### config.mk
export PLATFORM = sky130hd
export DESIGN_NAME = mc_control_flat
export DESIGN_NICKNAME = d
export VERILOG_FILES = /design/src/rtl/mc_control_if.sv /design/src/rtl/mc_control.sv /design/src/flat_wrapper.sv
export SDC_FILE = /design/constraint.sdc
export NUM_CORES = 1
export LEC_CHECK = 0
export ABC_AREA = 1
export BUFFER_PORTS_ARGS = -buffer_cell sky130_fd_sc_hd__buf_2
export CELL_PAD_IN_SITES_DETAIL_PLACEMENT = 0
export CELL_PAD_IN_SITES_GLOBAL_PLACEMENT = 1
export CORE_UTILIZATION = 27
export DETAILED_ROUTE_END_ITERATION = 10
export PLACE_DENSITY_LB_ADDON = 0.1
export SLEW_MARGIN = 20
export SYNTH_ARGS = -nofsm -noshare
export SYNTH_HDL_FRONTEND = slang
export SYNTH_SLANG_ARGS = --single-unit
### constraint.sdc
create_clock -name clk -period 1.52 [get_ports clk]
set_clock_uncertainty 0.05 [all_clocks]
set_input_delay 0.228 -clock clk [delete_from_list [all_inputs] [get_ports clk]]
set_output_delay 0.228 -clock clk [all_outputs]
set_load 0.005 [all_outputs]
### src/rtl/mc_control_if.sv
// Control bundle between the multi-cycle control FSM and the datapath/memory.
// The master side is the controller; the slave side is the datapath.
interface mc_control_if;
    logic [2:0] opcode;
    logic       flag;
    logic       mem_ready;
    logic       alu_src_a;
    logic [1:0] alu_src_b;
    logic       alu_ctrl;
    logic       imm_sel;
    logic       pc_write;
    logic       pc_src;
    logic       ir_write;
    logic       iord;
    logic       mem_req;
    logic       mem_we;
    logic       reg_write;
    logic       mem_to_reg;
    logic       halted;
    logic [3:0] state;

    modport master (
        input  opcode, flag, mem_ready,
        output alu_src_a, alu_src_b, alu_ctrl, imm_sel, pc_write, pc_src,
               ir_write, iord, mem_req, mem_we, reg_write, mem_to_reg,
               halted, state
    );

    modport slave (
        output opcode, flag, mem_ready,
        input  alu_src_a, alu_src_b, alu_ctrl, imm_sel, pc_write, pc_src,
               ir_write, iord, mem_req, mem_we, reg_write, mem_to_reg,
               halted, state
    );
endinterface

### src/rtl/mc_control.sv
// Multi-cycle control FSM for the 16-bit processor: sequences fetch, decode,
// execute, memory and writeback, stalling on the memory req/ready handshake.
module mc_control (
    input  logic          clk,
    input  logic          rst,
    mc_control_if.master  bus
);
    typedef enum logic [3:0] {
        FETCH    = 4'd0,
        DECODE   = 4'd1,
        EXEC_R   = 4'd2,
        EXEC_I   = 4'd3,
        MEM_ADDR = 4'd4,
        MEM_RD   = 4'd5,
        MEM_WR   = 4'd6,
        MEM_WB   = 4'd7,
        ALU_WB   = 4'd8,
        BRANCH   = 4'd9,
        JUMP     = 4'd10,
        HALT     = 4'd11
    } state_e;

    state_e state_q, state_d;

    always_ff @(posedge clk) begin
        if (rst) state_q <= FETCH;
        else     state_q <= state_d;
    end

    always_comb begin
        state_d        = state_q;
        bus.alu_src_a  = 1'b0;
        bus.alu_src_b  = 2'b00;
        bus.alu_ctrl   = 1'b1;
        bus.imm_sel    = 1'b0;
        bus.pc_write   = 1'b0;
        bus.pc_src     = 1'b0;
        bus.ir_write   = 1'b0;
        bus.iord       = 1'b0;
        bus.mem_req    = 1'b0;
        bus.mem_we     = 1'b0;
        bus.reg_write  = 1'b0;
        bus.mem_to_reg = 1'b0;
        bus.halted     = 1'b0;

        case (state_q)
            FETCH: begin
                // ALU computes PC+1 every fetch cycle; it is only committed on ready.
                bus.mem_req   = 1'b1;
                bus.alu_src_b = 2'b01;
                if (bus.mem_ready) begin
                    bus.ir_write = 1'b1;
                    bus.pc_write = 1'b1;
                    state_d      = DECODE;
                end
            end
            DECODE: begin
                // Speculatively form PC+imm into ALUOut as the branch/jump target.
                bus.alu_src_b = 2'b10;
                bus.imm_sel   = (bus.opcode == 3'b101);
                case (bus.opcode)
                    3'b000, 3'b001: state_d = EXEC_R;
                    3'b010:         state_d = EXEC_I;
                    3'b011, 3'b100: state_d = MEM_ADDR;
                    3'b101:         state_d = BRANCH;
                    3'b110:         state_d = JUMP;
                    default:        state_d = HALT;
                endcase
            end
            EXEC_R: begin
                bus.alu_src_a = 1'b1;
                bus.alu_ctrl  = ~bus.opcode[0];
                state_d       = ALU_WB;
            end
            EXEC_I: begin
                bus.alu_src_a = 1'b1;
                bus.alu_src_b = 2'b10;
                state_d       = ALU_WB;
            end
            ALU_WB: begin
                bus.reg_write = 1'b1;
                state_d       = FETCH;
            end
            MEM_ADDR: begin
                // SW carries its offset in the split field since IR[6:4] holds rs2.
                bus.alu_src_a = 1'b1;
                bus.alu_src_b = 2'b10;
                bus.imm_sel   = (bus.opcode == 3'b100);
                state_d       = (bus.opcode == 3'b100) ? MEM_WR : MEM_RD;
            end
            MEM_RD: begin
                bus.mem_req = 1'b1;
                bus.iord    = 1'b1;
                if (bus.mem_ready) state_d = MEM_WB;
            end
            MEM_WB: begin
                bus.reg_write  = 1'b1;
                bus.mem_to_reg = 1'b1;
                state_d        = FETCH;
            end
            MEM_WR: begin
                bus.mem_req = 1'b1;
                bus.iord    = 1'b1;
                bus.mem_we  = 1'b1;
                if (bus.mem_ready) state_d = FETCH;
            end
            BRANCH: begin
                // A-B sign bit arrives combinationally this same cycle.
                bus.alu_src_a = 1'b1;
                bus.alu_ctrl  = 1'b0;
                bus.pc_src    = 1'b1;
                bus.pc_write  = bus.flag;
                state_d       = FETCH;
            end
            JUMP: begin
                bus.pc_write = 1'b1;
                bus.pc_src   = 1'b1;
                state_d      = FETCH;
            end
            HALT: begin
                bus.halted = 1'b1;
            end
            default: state_d = FETCH;
        endcase

        // Reset squashes every side effect so an in-flight store never lands.
        if (rst) begin
            bus.pc_write  = 1'b0;
            bus.ir_write  = 1'b0;
            bus.mem_req   = 1'b0;
            bus.mem_we    = 1'b0;
            bus.reg_write = 1'b0;
            bus.halted    = 1'b0;
        end
    end

    assign bus.state = state_q;
endmodule
### src/flat_wrapper.sv
// flat-port wrapper written by rule: the top's interface ports become plain ports
module mc_control_flat 
  (clk, rst, bus_opcode, bus_flag, bus_mem_ready, bus_alu_src_a, bus_alu_src_b, bus_alu_ctrl, bus_imm_sel, bus_pc_write, bus_pc_src, bus_ir_write, bus_iord, bus_mem_req, bus_mem_we, bus_reg_write, bus_mem_to_reg, bus_halted, bus_state);
  mc_control_if bus_i ();
  input  logic clk;
  input  logic rst;
  input wire logic [$bits(bus_i.opcode)-1:0] bus_opcode;
  input wire logic [$bits(bus_i.flag)-1:0] bus_flag;
  input wire logic [$bits(bus_i.mem_ready)-1:0] bus_mem_ready;
  output wire logic [$bits(bus_i.alu_src_a)-1:0] bus_alu_src_a;
  output wire logic [$bits(bus_i.alu_src_b)-1:0] bus_alu_src_b;
  output wire logic [$bits(bus_i.alu_ctrl)-1:0] bus_alu_ctrl;
  output wire logic [$bits(bus_i.imm_sel)-1:0] bus_imm_sel;
  output wire logic [$bits(bus_i.pc_write)-1:0] bus_pc_write;
  output wire logic [$bits(bus_i.pc_src)-1:0] bus_pc_src;
  output wire logic [$bits(bus_i.ir_write)-1:0] bus_ir_write;
  output wire logic [$bits(bus_i.iord)-1:0] bus_iord;
  output wire logic [$bits(bus_i.mem_req)-1:0] bus_mem_req;
  output wire logic [$bits(bus_i.mem_we)-1:0] bus_mem_we;
  output wire logic [$bits(bus_i.reg_write)-1:0] bus_reg_write;
  output wire logic [$bits(bus_i.mem_to_reg)-1:0] bus_mem_to_reg;
  output wire logic [$bits(bus_i.halted)-1:0] bus_halted;
  output wire logic [$bits(bus_i.state)-1:0] bus_state;
  assign bus_i.opcode = bus_opcode;
  assign bus_i.flag = bus_flag;
  assign bus_i.mem_ready = bus_mem_ready;
  assign bus_alu_src_a = bus_i.alu_src_a;
  assign bus_alu_src_b = bus_i.alu_src_b;
  assign bus_alu_ctrl = bus_i.alu_ctrl;
  assign bus_imm_sel = bus_i.imm_sel;
  assign bus_pc_write = bus_i.pc_write;
  assign bus_pc_src = bus_i.pc_src;
  assign bus_ir_write = bus_i.ir_write;
  assign bus_iord = bus_i.iord;
  assign bus_mem_req = bus_i.mem_req;
  assign bus_mem_we = bus_i.mem_we;
  assign bus_reg_write = bus_i.reg_write;
  assign bus_mem_to_reg = bus_i.mem_to_reg;
  assign bus_halted = bus_i.halted;
  assign bus_state = bus_i.state;
  mc_control u_core (.clk(clk), .rst(rst), .bus(bus_i));
endmodule
==> impl_metrics.csv, run 1 <==
group,metric,value,unit
routing,antenna_left,0,
power,clock_power_share,10.3,%
die,initial_core_util,29.15,%
synthesis,yosysTopAreaCell,"nand2_1",
routing,drc_errors,0,
synthesis,synthTopCellsByArea,"nand2_1 (17%), dfxtp_1 (16%), inv_1 (9.5%)",
synthesis,synthesis.area,514.2,um^2
synthesis,syn_inst,94,
layout,final_nets,136,
worst_setup_path,max_stage_delay,0.36,ns
timing,setup_viol,1,
synthesis,syn_area_per_cell,5.471,um^2
clock_tree,cts_buffers,3,
worst_setup_path,cp-end-kind,"output port",
synthesis,synth-seq-cells,4,
power,irDropWorstVdd,939.5,uV
outcome,status,"finished with violations",
placed_design,place_inst,144,
power,p_comb_share,69.7,%
power,p_sw,0.5989,mW
layout,area.growth.synth_to_final,54.26,%
synthesis,yosysWarnings,0,
worst_setup_path,critical_path_class,"reg -> out",
power,pwr_density_cell,1541,nW/um^2
placed_design,place.gp.congestion,0.8077,
worst_setup_path,path_buf_inv,3,
power,power.internal,0.6236,mW
timing,period_needed,1.540,ns
power,switching_share,48.99,%
worst_setup_path,arrival,1.26,ns
global_route,grt_pass1_vias,576,
synthesis,synth_nets,101,
layout,largest_reg_flops,4,
global_route,grt_max_degree,8,
timing,finalHoldViolCount,0,
global_route,track_usage,15.78,%
timing,fin_hold_ws,0.3317,ns
worst_setup_path,crit_slowest_cell,"dfxtp_4",
worst_setup_path,cpLargestDelayFamily,"flip-flops",
die,die_y,45.64,um
routing,drt_iter0_drc,16,
timing,worst_slack,-0.02004,ns
global_route,grt_pass1_wl,2346,um
die,core-area,1764,um^2
worst_setup_path,crit_path_start_kind,"register",
outcome,violations,"setup timing",
routing,via_count,723,
hold_path,min_path_type,"in -> reg",
die,row_count,15,
timing,max_slew_margin,86.33,%
layout,drive_gt1_share,49.61,%
clock_tree,root_buffer,"clkbuf_4",
clock_tree,cts.sinks,4,
timing,rsz0062_at_grt,"true",
worst_setup_path,crit_fanout,4,
global_route,antenna_found_initial,0,
synthesis,synth.top_cell.area_share,16.79,%
power,p_seq_share,20.0,%
layout,antenna_cells_inserted,0,
clock_tree,clockBufferDepth,2,
job,drv_cap,0,
global_route,grt_overflow,0,
power,p_leak,0.4580,nW
timing,achievable-frequency,649.3,MHz
placed_design,portBuffers,24,
routing,wirelength,1491,um
clock_tree,clk_latency,0.23,ns
clock_tree,cts_tree,"built",
layout,fin_cells,152,
clock_tree,clk_pin_slew,0.04,ns
placed_design,dp_hpwl,1209,um
die,io_pins,25,
routing,drt-wirelength-per-cell,9.809,um
die,dieArea,2083,um^2
synthesis,ys_types,21,
timing,finalCritPeriodShare,101.3,%
routing,drt-vias-per-instance,4.757,
clock_tree,cts.htree.levels,1,
die,die_w,45.64,um
synthesis,seq_area_frac_synth,15.57,%
routing,dr.pass1.iters,4,
worst_setup_path,crit_chain,"buf_6 -> nor2_4 -> inv_2 -> o22ai_2 -> a21oi_1 -> nor2_1 -> buf_2",
timing,tightest_slew,0.2024,ns
timing,drv_slew,0,
worst_setup_path,crit_required,1.24,ns
## metal layers
layer | global-route usage (%) | routed length [um] | vias to the layer above
met5 | 0 | 0 | -
met4 | 7.273 | 0 | 0
met3 | 2.381 | 83 | 0
met2 | 24.57 | 775 | 22
met1 | 21.14 | 632 | 333
li1 | - | - | 368
## cell type report
cell class	instances	area, um^2
clock buffer	3	22.52
fill	213	970.9
inverter	18	72.57
multi-input combinational	72	405.4
sequential	4	92.59
tap	25	31.28
timing repair buffer	30	168.9
## cells in the final DEF (no fill, tap or decap), types with 2 or more instances in the layout
cell type   n
nand3_1     7
o21ai_1     2
clkbuf_4    3
buf_2      24
nand3b_1    2
buf_4       5
nand2_1    20
nand2_2     6
nor2_1      9
dfxtp_4     3
nor2_4      5
o21ai_0     5
a21oi_1     3
nor2_2      4
inv_1      12
inv_4       2
inv_2       4
## what timing repair did
| item | CTS | global route |
|---|---|---|
| endpoints found under the hold margin | 0 | 0 |
| setup endpoints to repair | 8 | 6 |
| hold buffers | 0 | 0 |
| buffers inserted | 3 | 2 |
| resized for setup | 16 | 5 |
| pin swaps | 2 | 3 |
## per-stage QoR
stage | utilization, % | setup TNS (ns) | setup slack [ns] | instance area, um^2 | total power, mW
after floorplan | - | 0 | 0.2537 | 514.2 | 0.6841
after global placement | 38.16 | 0 | 0.09165 | 673.1 | 0.9569
after detailed placement | 38.16 | 0 | 0.1181 | 673.1 | 0.9334
after CTS | 42.91 | -0.02759 | -0.02135 | 757.0 | 1.182
after global routing | 44.96 | -0.4560 | -0.1149 | 793.3 | 1.357
final | 44.96 | -0.02004 | -0.02004 | 793.3 | 1.223
## cells by family (layout without fill, tap and decap cells)
kind of cell / after synthesis / after routing / share of synthesized area [%]
flops: 4 / 4 / 15.57
simple gates: 57 / 57 / 54.25
buf+inv: 18 / 51 / 13.14
compound gates: 15 / 15 / 17.03
## path summary, 6_finish.rpt
kind | endpoint | slack, ns | cells after the start | startpoint
worst max-delay path | bus_pc_write | -0.02 | 7 | u_core.bus.state[0]
worst min-delay path | u_core.bus.state[0] | 0.33 | 4 | rst
worst max register to register | u_core.bus.state[0] | 0.24 | 9 | u_core.bus.state[0]
worst min register to register | u_core.bus.state[0] | 0.61 | 4 | u_core.bus.state[0]
## power by group through the flow
stage                     combinational, mW  clock (mW)  sequential [mW]
after floorplan                       0.473           0            0.211
after global placement                0.746           0            0.211
after detailed placement              0.725           0            0.209
after CTS                             0.811       0.134            0.238
after global routing                  0.964       0.139            0.254
final                                 0.852       0.126            0.245
## cell usage after synthesis (all sizes together)
library cell,count
nand2,27
inv,18
nor2,18
nand3,7
o21ai,7
a21oi,4
dfxtp,4
nand3b,2
a31oi,1
a41oi,1
nand4,1
nor3,1
o22ai,1
o31ai,1
or2,1
## worst min-delay path, delay by kind of cell
family | cells | cell delay (ns)
buffers and inverters | 2 | 0.23
AND/OR/NAND/NOR | 2 | 0.12
No activity file was read; power rests on OpenSTA's default activity.
==> run 2: changes to the inputs <==
==> constraint.sdc (replaced) <==
create_clock -name clk -period 1.52 [get_ports clk]
set_clock_uncertainty 0.05 [all_clocks]
set_input_delay 0.076 -clock clk [delete_from_list [all_inputs] [get_ports clk]]
set_output_delay 0.076 -clock clk [all_outputs]
set_load 0.005 [all_outputs]
==> run 2 against run 1 <==
Net effect:
- the flow now finishes without violations
- clock power about the same
- largest power group unchanged
- first-iteration DRC count decreased by 25%
- maximum frequency increased by 9.0%
- critical endpoint unchanged
==> impl_metrics.csv, run 2 (synthesized netlist as in run 1, its figures left out) <==
group,metric,value,unit
worst_setup_path,reg2reg_depth,9,
clock_tree,cts.sinks,4,
timing,max_slew_margin,86.15,%
power,pwr_density_cell,1554,nW/um^2
layout,final_nets,130,
timing,fin_setup_tns,0,ns
die,initial_core_util,29.15,%
die,io_pins,25,
die,dieArea,2083,um^2
timing,tightest_slew,0.2056,ns
routing,drc_errors,0,
clock_tree,clockBufferDepth,2,
timing,period_needed,1.413,ns
power,p_leak,0.4198,nW
clock_tree,root_buffer,"clkbuf_4",
timing,finalCritPeriodShare,92.94,%
global_route,grt_max_degree,8,
timing,finalHoldViolCount,0,
global_route,grt_overflow,0,
global_route,grt_pass1_wl,2394,um
worst_setup_path,critical_path_class,"reg -> out",
placed_design,dp_hpwl,1293,um
clock_tree,cts_buffers,3,
clock_tree,cts.htree.levels,1,
clock_tree,cts_tree,"built",
worst_setup_path,cp-end-kind,"output port",
routing,drt-wirelength-per-cell,10.77,um
timing,rsz0062_at_grt,"true",
worst_setup_path,r2r-end,"u_core.bus.state[0]",
routing,wirelength,1573,um
worst_setup_path,crit_fanout,6,
worst_setup_path,startpoint,"u_core.bus.state[0]",
layout,drive_gt1_share,42.15,%
job,drv_cap,0,
timing,setup_viol,0,
routing,drt_iter0_drc,12,
layout,mostFrequentLayoutCells,"buf_2 (24), nand2_1 (21), inv_1 (13), nor2_1 (11), nand3_1 (7)",
global_route,track_usage,16.69,%
clock_tree,clk_latency,0.23,ns
power,irDropWorstVdd,813.8,uV
layout,largest_reg_flops,4,
worst_setup_path,crit_required,1.39,ns
timing,worst_slack,0.1073,ns
layout,area.growth.synth_to_final,39.17,%
clock_tree,post_cts_buffers,0,
placed_design,place.gp.congestion,0.8412,
layout,antenna_cells_inserted,0,
die,die_y,45.64,um
placed_design,pre_cts_slack,0.1682,ns
worst_setup_path,reg2reg_slack,0.30,ns
timing,achievable-frequency,707.8,MHz
worst_setup_path,r2r_start,"u_core.bus.state[2]",
routing,antenna_left,0,
timing,drv_slew,0,
power,power.total,1.112,mW
hold_path,min_path_type,"in -> reg",
outcome,status,"completed",
routing,via_count,677,
global_route,antenna_found_initial,0,
layout,final_common_cell,"buf_2",
global_route,grt_pass1_vias,526,
die,die_w,45.64,um
worst_setup_path,crit_path_start_kind,"register",
die,core-area,1764,um^2
routing,dr.pass1.iters,4,
routing,drt-vias-per-instance,4.637,
worst_setup_path,endpoint,"bus_pc_write",
worst_setup_path,arrival,1.29,ns
die,row_count,15,
placed_design,portBuffers,24,
clock_tree,clk_pin_slew,0.04,ns
run 2: cell count changes in the layout (fill, tap and decap cells not counted), sizes merged:
cell and delta:
buf -6
run 2: worst min path at each step:
| stage | startpoint | to | slack (ns) | cells past startpoint |
|---|---|---|---|---|
| after floorplan | rst | bus_halted | 0.13 | 1 |
| after global placement | bus_flag | bus_pc_write | 0.40 | 4 |
| after detailed placement | bus_flag | bus_pc_write | 0.41 | 4 |
| after CTS | rst | u_core.bus.state[0] | 0.19 | 4 |
| after global routing | rst | u_core.bus.state[2] | 0.21 | 4 |
| final | rst | u_core.bus.state[0] | 0.19 | 4 |
run 2: routing by layer:
| metal | track usage (%) | vias to the layer above | part of all wire [%] |
|---|---|---|---|
| met5 | 0 | - | 0 |
| met4 | 9.091 | 0 | 0 |
| met3 | 2.381 | 0 | 2.0 |
| met2 | 24.86 | 8 | 49 |
| met1 | 22.86 | 314 | 49 |
| li1 | - | 355 | - |
run 2: layout make-up:
type / instances / area, um^2
tap: 25 / 31.28
inverter: 18 / 67.56
fill: 240 / 1049
sequential: 4 / 92.59
multi-input combinational: 72 / 381.6
clock buffer: 3 / 22.52
timing repair buffer: 24 / 120.1
run 2: timing repair:
item                       in CTS  in global routing
hold buffers                    0                  0
resized for setup               3                  8
setup endpoints to repair       3                  4
cloned                          0                  0
run 2: through the flow:
step	instances	cell area (um^2)	hold WS, ns	util [%]
final	146	715.7	0.1906	40.57
after global routing	146	715.7	0.2147	40.57
after CTS	146	695.7	0.1916	39.43
after detailed placement	143	665.6	0.4080	37.73
after global placement	143	665.6	0.4033	37.73
after floorplan	94	514.2	0.1331	-
run 2: critical path, stage by stage (launching register included):
cell and delay (ns):
dfxtp_4 0.40, inv_2 0.08, nor2_4 0.13, nand2_1 0.11, inv_1 0.09, a21oi_1 0.06
nor2_1 0.07, buf_2 0.11
run 2: where the power goes:
| group | total, mW | internal [mW] | switching, mW |
|---|---|---|---|
| combinational | 0.733 | 0.294 | 0.439 |
| sequential | 0.252 | 0.159 | 0.0928 |
| clock | 0.127 | 0.0880 | 0.0394 |
| total | 1.11 | 0.541 | 0.571 |
==> run 3: changes to the inputs <==
--- a/constraint.sdc
+++ b/constraint.sdc
@@ -3,3 +3,3 @@
 set_input_delay 0.076 -clock clk [delete_from_list [all_inputs] [get_ports clk]]
 set_output_delay 0.076 -clock clk [all_outputs]
-set_load 0.005 [all_outputs]
+set_load 0.1 [all_outputs]
==> run 3 against run 2 <==
Net effect:
- the flow now finishes with violations (setup timing)
- core utilization rose by 29 points
- maximum frequency shrank 8.8%
- critical path depth unchanged
- global-route usage grew 3.5 points
- wire length is 19% higher
- first-iteration DRC count down 17%
- via count rose by 9.6%
- worst setup slack worse by 0.14 ns
- count of clock-buffer cells in the layout unchanged
- critical path type unchanged
- critical endpoint unchanged
- largest cell class unchanged
- highest routed layer is now met4
==> impl_metrics.csv, run 3 (synthesized netlist as in run 1, its figures left out) <==
group,metric,value,unit
outcome,status,"finished with violations",
outcome,violations,"setup timing",
layout,mostFrequentLayoutCells,"nand2_1 (15), buf_12 (13), nor2_4 (11), buf_2 (10), buf_4 (8)",
die,dieArea,2083,um^2
worst_setup_path,reg2reg_slack,0.21,ns
die,io_pins,25,
layout,drive_gt1_share,68.66,%
job,drv_cap,0,
worst_setup_path,cp_common_cell,"nor2_4",
hold_path,hold_depth,4,
clock_tree,cts.htree.levels,1,
clock_tree,clk_latency,0.23,ns
placed_design,place.gp.congestion,0.8558,
routing,drt_iter0_drc,10,
worst_setup_path,crit_path_start_kind,"register",
routing,drt-vias-per-instance,4.667,
worst_setup_path,path_buf_inv,3,
placed_design,portBuffers,24,
timing,rsz0062_at_grt,"true",
routing,drc_errors,0,
die,row_count,15,
hold_path,holdPathEnd,"u_core.bus.state[2]",
die,initial_core_util,29.15,%
global_route,grt_overflow,0,
layout,area.growth.synth_to_final,137.0,%
timing,tightest_slew,0.4874,ns
timing,worst_slack,-0.02833,ns
placed_design,place_inst,146,
global_route,track_usage,20.16,%
placed_design,dp_hpwl,1415,um
worst_setup_path,critical_path_class,"reg -> out",
timing,max_slew_margin,67.73,%
routing,antenna_left,0,
worst_setup_path,reg2reg_depth,9,
worst_setup_path,r2r_start,"u_core.bus.state[1]",
worst_setup_path,r2r-end,"u_core.bus.state[0]",
clock_tree,cts_tree,"built",
routing,via_count,742,
worst_setup_path,cp-end-kind,"output port",
worst_setup_path,cpLargestDelayFamily,"flip-flops",
worst_setup_path,crit_slowest_cell,"dfxtp_4",
layout,antenna_cells_inserted,0,
timing,period_needed,1.548,ns
die,core-area,1764,um^2
worst_setup_path,arrival,1.42,ns
clock_tree,clk_pin_slew,0.04,ns
clock_tree,cts.sinks,4,
routing,wirelength,1877,um
global_route,grt_pass1_wl,2967,um
timing,finalHoldViolCount,0,
layout,fin_cells,159,
routing,drt-wirelength-per-cell,11.81,um
worst_setup_path,crit_chain,"buf_6 -> nor2_4 -> inv_2 -> o22ai_2 -> a21oi_2 -> nor2_4 -> buf_12",
worst_setup_path,crit_fanout,5,
hold_path,hold_start,"bus_opcode[1]",
routing,dr.pass1.iters,4,
clock_tree,cts_buffers,3,
worst_setup_path,crit_required,1.39,ns
global_route,grt_max_degree,8,
clock_tree,root_buffer,"clkbuf_4",
hold_path,min_path_type,"in -> reg",
global_route,antenna_found_initial,0,
clock_tree,clockBufferDepth,2,
layout,largest_reg_flops,4,
timing,drv_slew,0,
timing,achievable-frequency,645.9,MHz
die,die_w,45.64,um
layout,final_common_cell,"nand2_1",
timing,finalCritPeriodShare,101.9,%
timing,setup_viol,1,
die,die_y,45.64,um
layout,final_nets,143,
worst_setup_path,worst-path-stages,7,
clock_tree,hold_buffers,0,
worst_setup_path,max_stage_delay,0.37,ns
global_route,grt_pass1_vias,670,
run 3: cell types whose count changed in the layout (fill, tap and decap cells not counted), moves of 6 or more:
cell     change
nand2_1      -6
buf_2       -14
nor2_4       +6
nor2_1       -6
buf_12      +13
inv_1        -6
buf_4        +8
run 3: routing by layer:
| layer | vias to the layer above | part of all wire [%] | global-route usage, % |
|---|---|---|---|
| met2 | 16 | 51 | 32.57 |
| met5 | - | 0 | 0 |
| li1 | 386 | - | - |
| met1 | 336 | 45 | 25.60 |
| met3 | 4 | 1.8 | 2.381 |
| met4 | 0 | 2.1 | 11.52 |
run 3: worst max-delay path by stage:
stage | start | end | slack [ns]
4_1_cts | u_core.bus.state[0] | bus_pc_write | -0.0005
2_1_floorplan | u_core.bus.state[1] | bus_reg_write | -0.38
3_5_place_dp | u_core.bus.state[1] | bus_alu_src_b[1] | 0.13
6_report | u_core.bus.state[0] | bus_pc_write | -0.03
3_3_place_gp | u_core.bus.state[1] | bus_pc_write | 0.14
5_1_grt | u_core.bus.state[0] | bus_pc_write | -0.07
run 3: worst min-delay path, stage by stage:
cell and delay (ns):
buf_2 0.14, nand2_1 0.07, a41oi_1 0.12, nor2_2 0.09
run 3: timing repair:
item | in CTS | in global routing
endpoints found under the setup margin | 6 | 7
gates resized for setup | 17 | 9
pin swaps | 5 | 5
buffers inserted | 9 | 1
run 3: final cells by class:
type,instances,area (um^2)
clock buffers,3,22.52
fillers,168,545.5
inverters,18,82.58
multi-input cells,72,553.0
flip-flops and latches,4,95.09
well taps,25,31.28
repair buffers,37,434.2
run 3: stage by stage:
step / instance area (um^2) / hold WS [ns] / setup slack [ns] / setup TNS [ns] / util, %
after floorplan: 665.6 / 0.1980 / -0.3803 / -1.901 / -
after global placement: 1035 / 0.4956 / 0.1413 / 0 / 58.65
after detailed placement: 1035 / 0.4948 / 0.1327 / 0 / 58.65
after CTS: 1180 / 0.2463 / -0.0004894 / -0.0004894 / 66.88
after global routing: 1219 / 0.2766 / -0.06732 / -0.1751 / 69.08
final: 1219 / 0.2521 / -0.02833 / -0.02833 / 69.08
Power of run 3 is not shown: default switching activity piles up to over one toggle a cycle in this logic, so the estimate is an artifact.
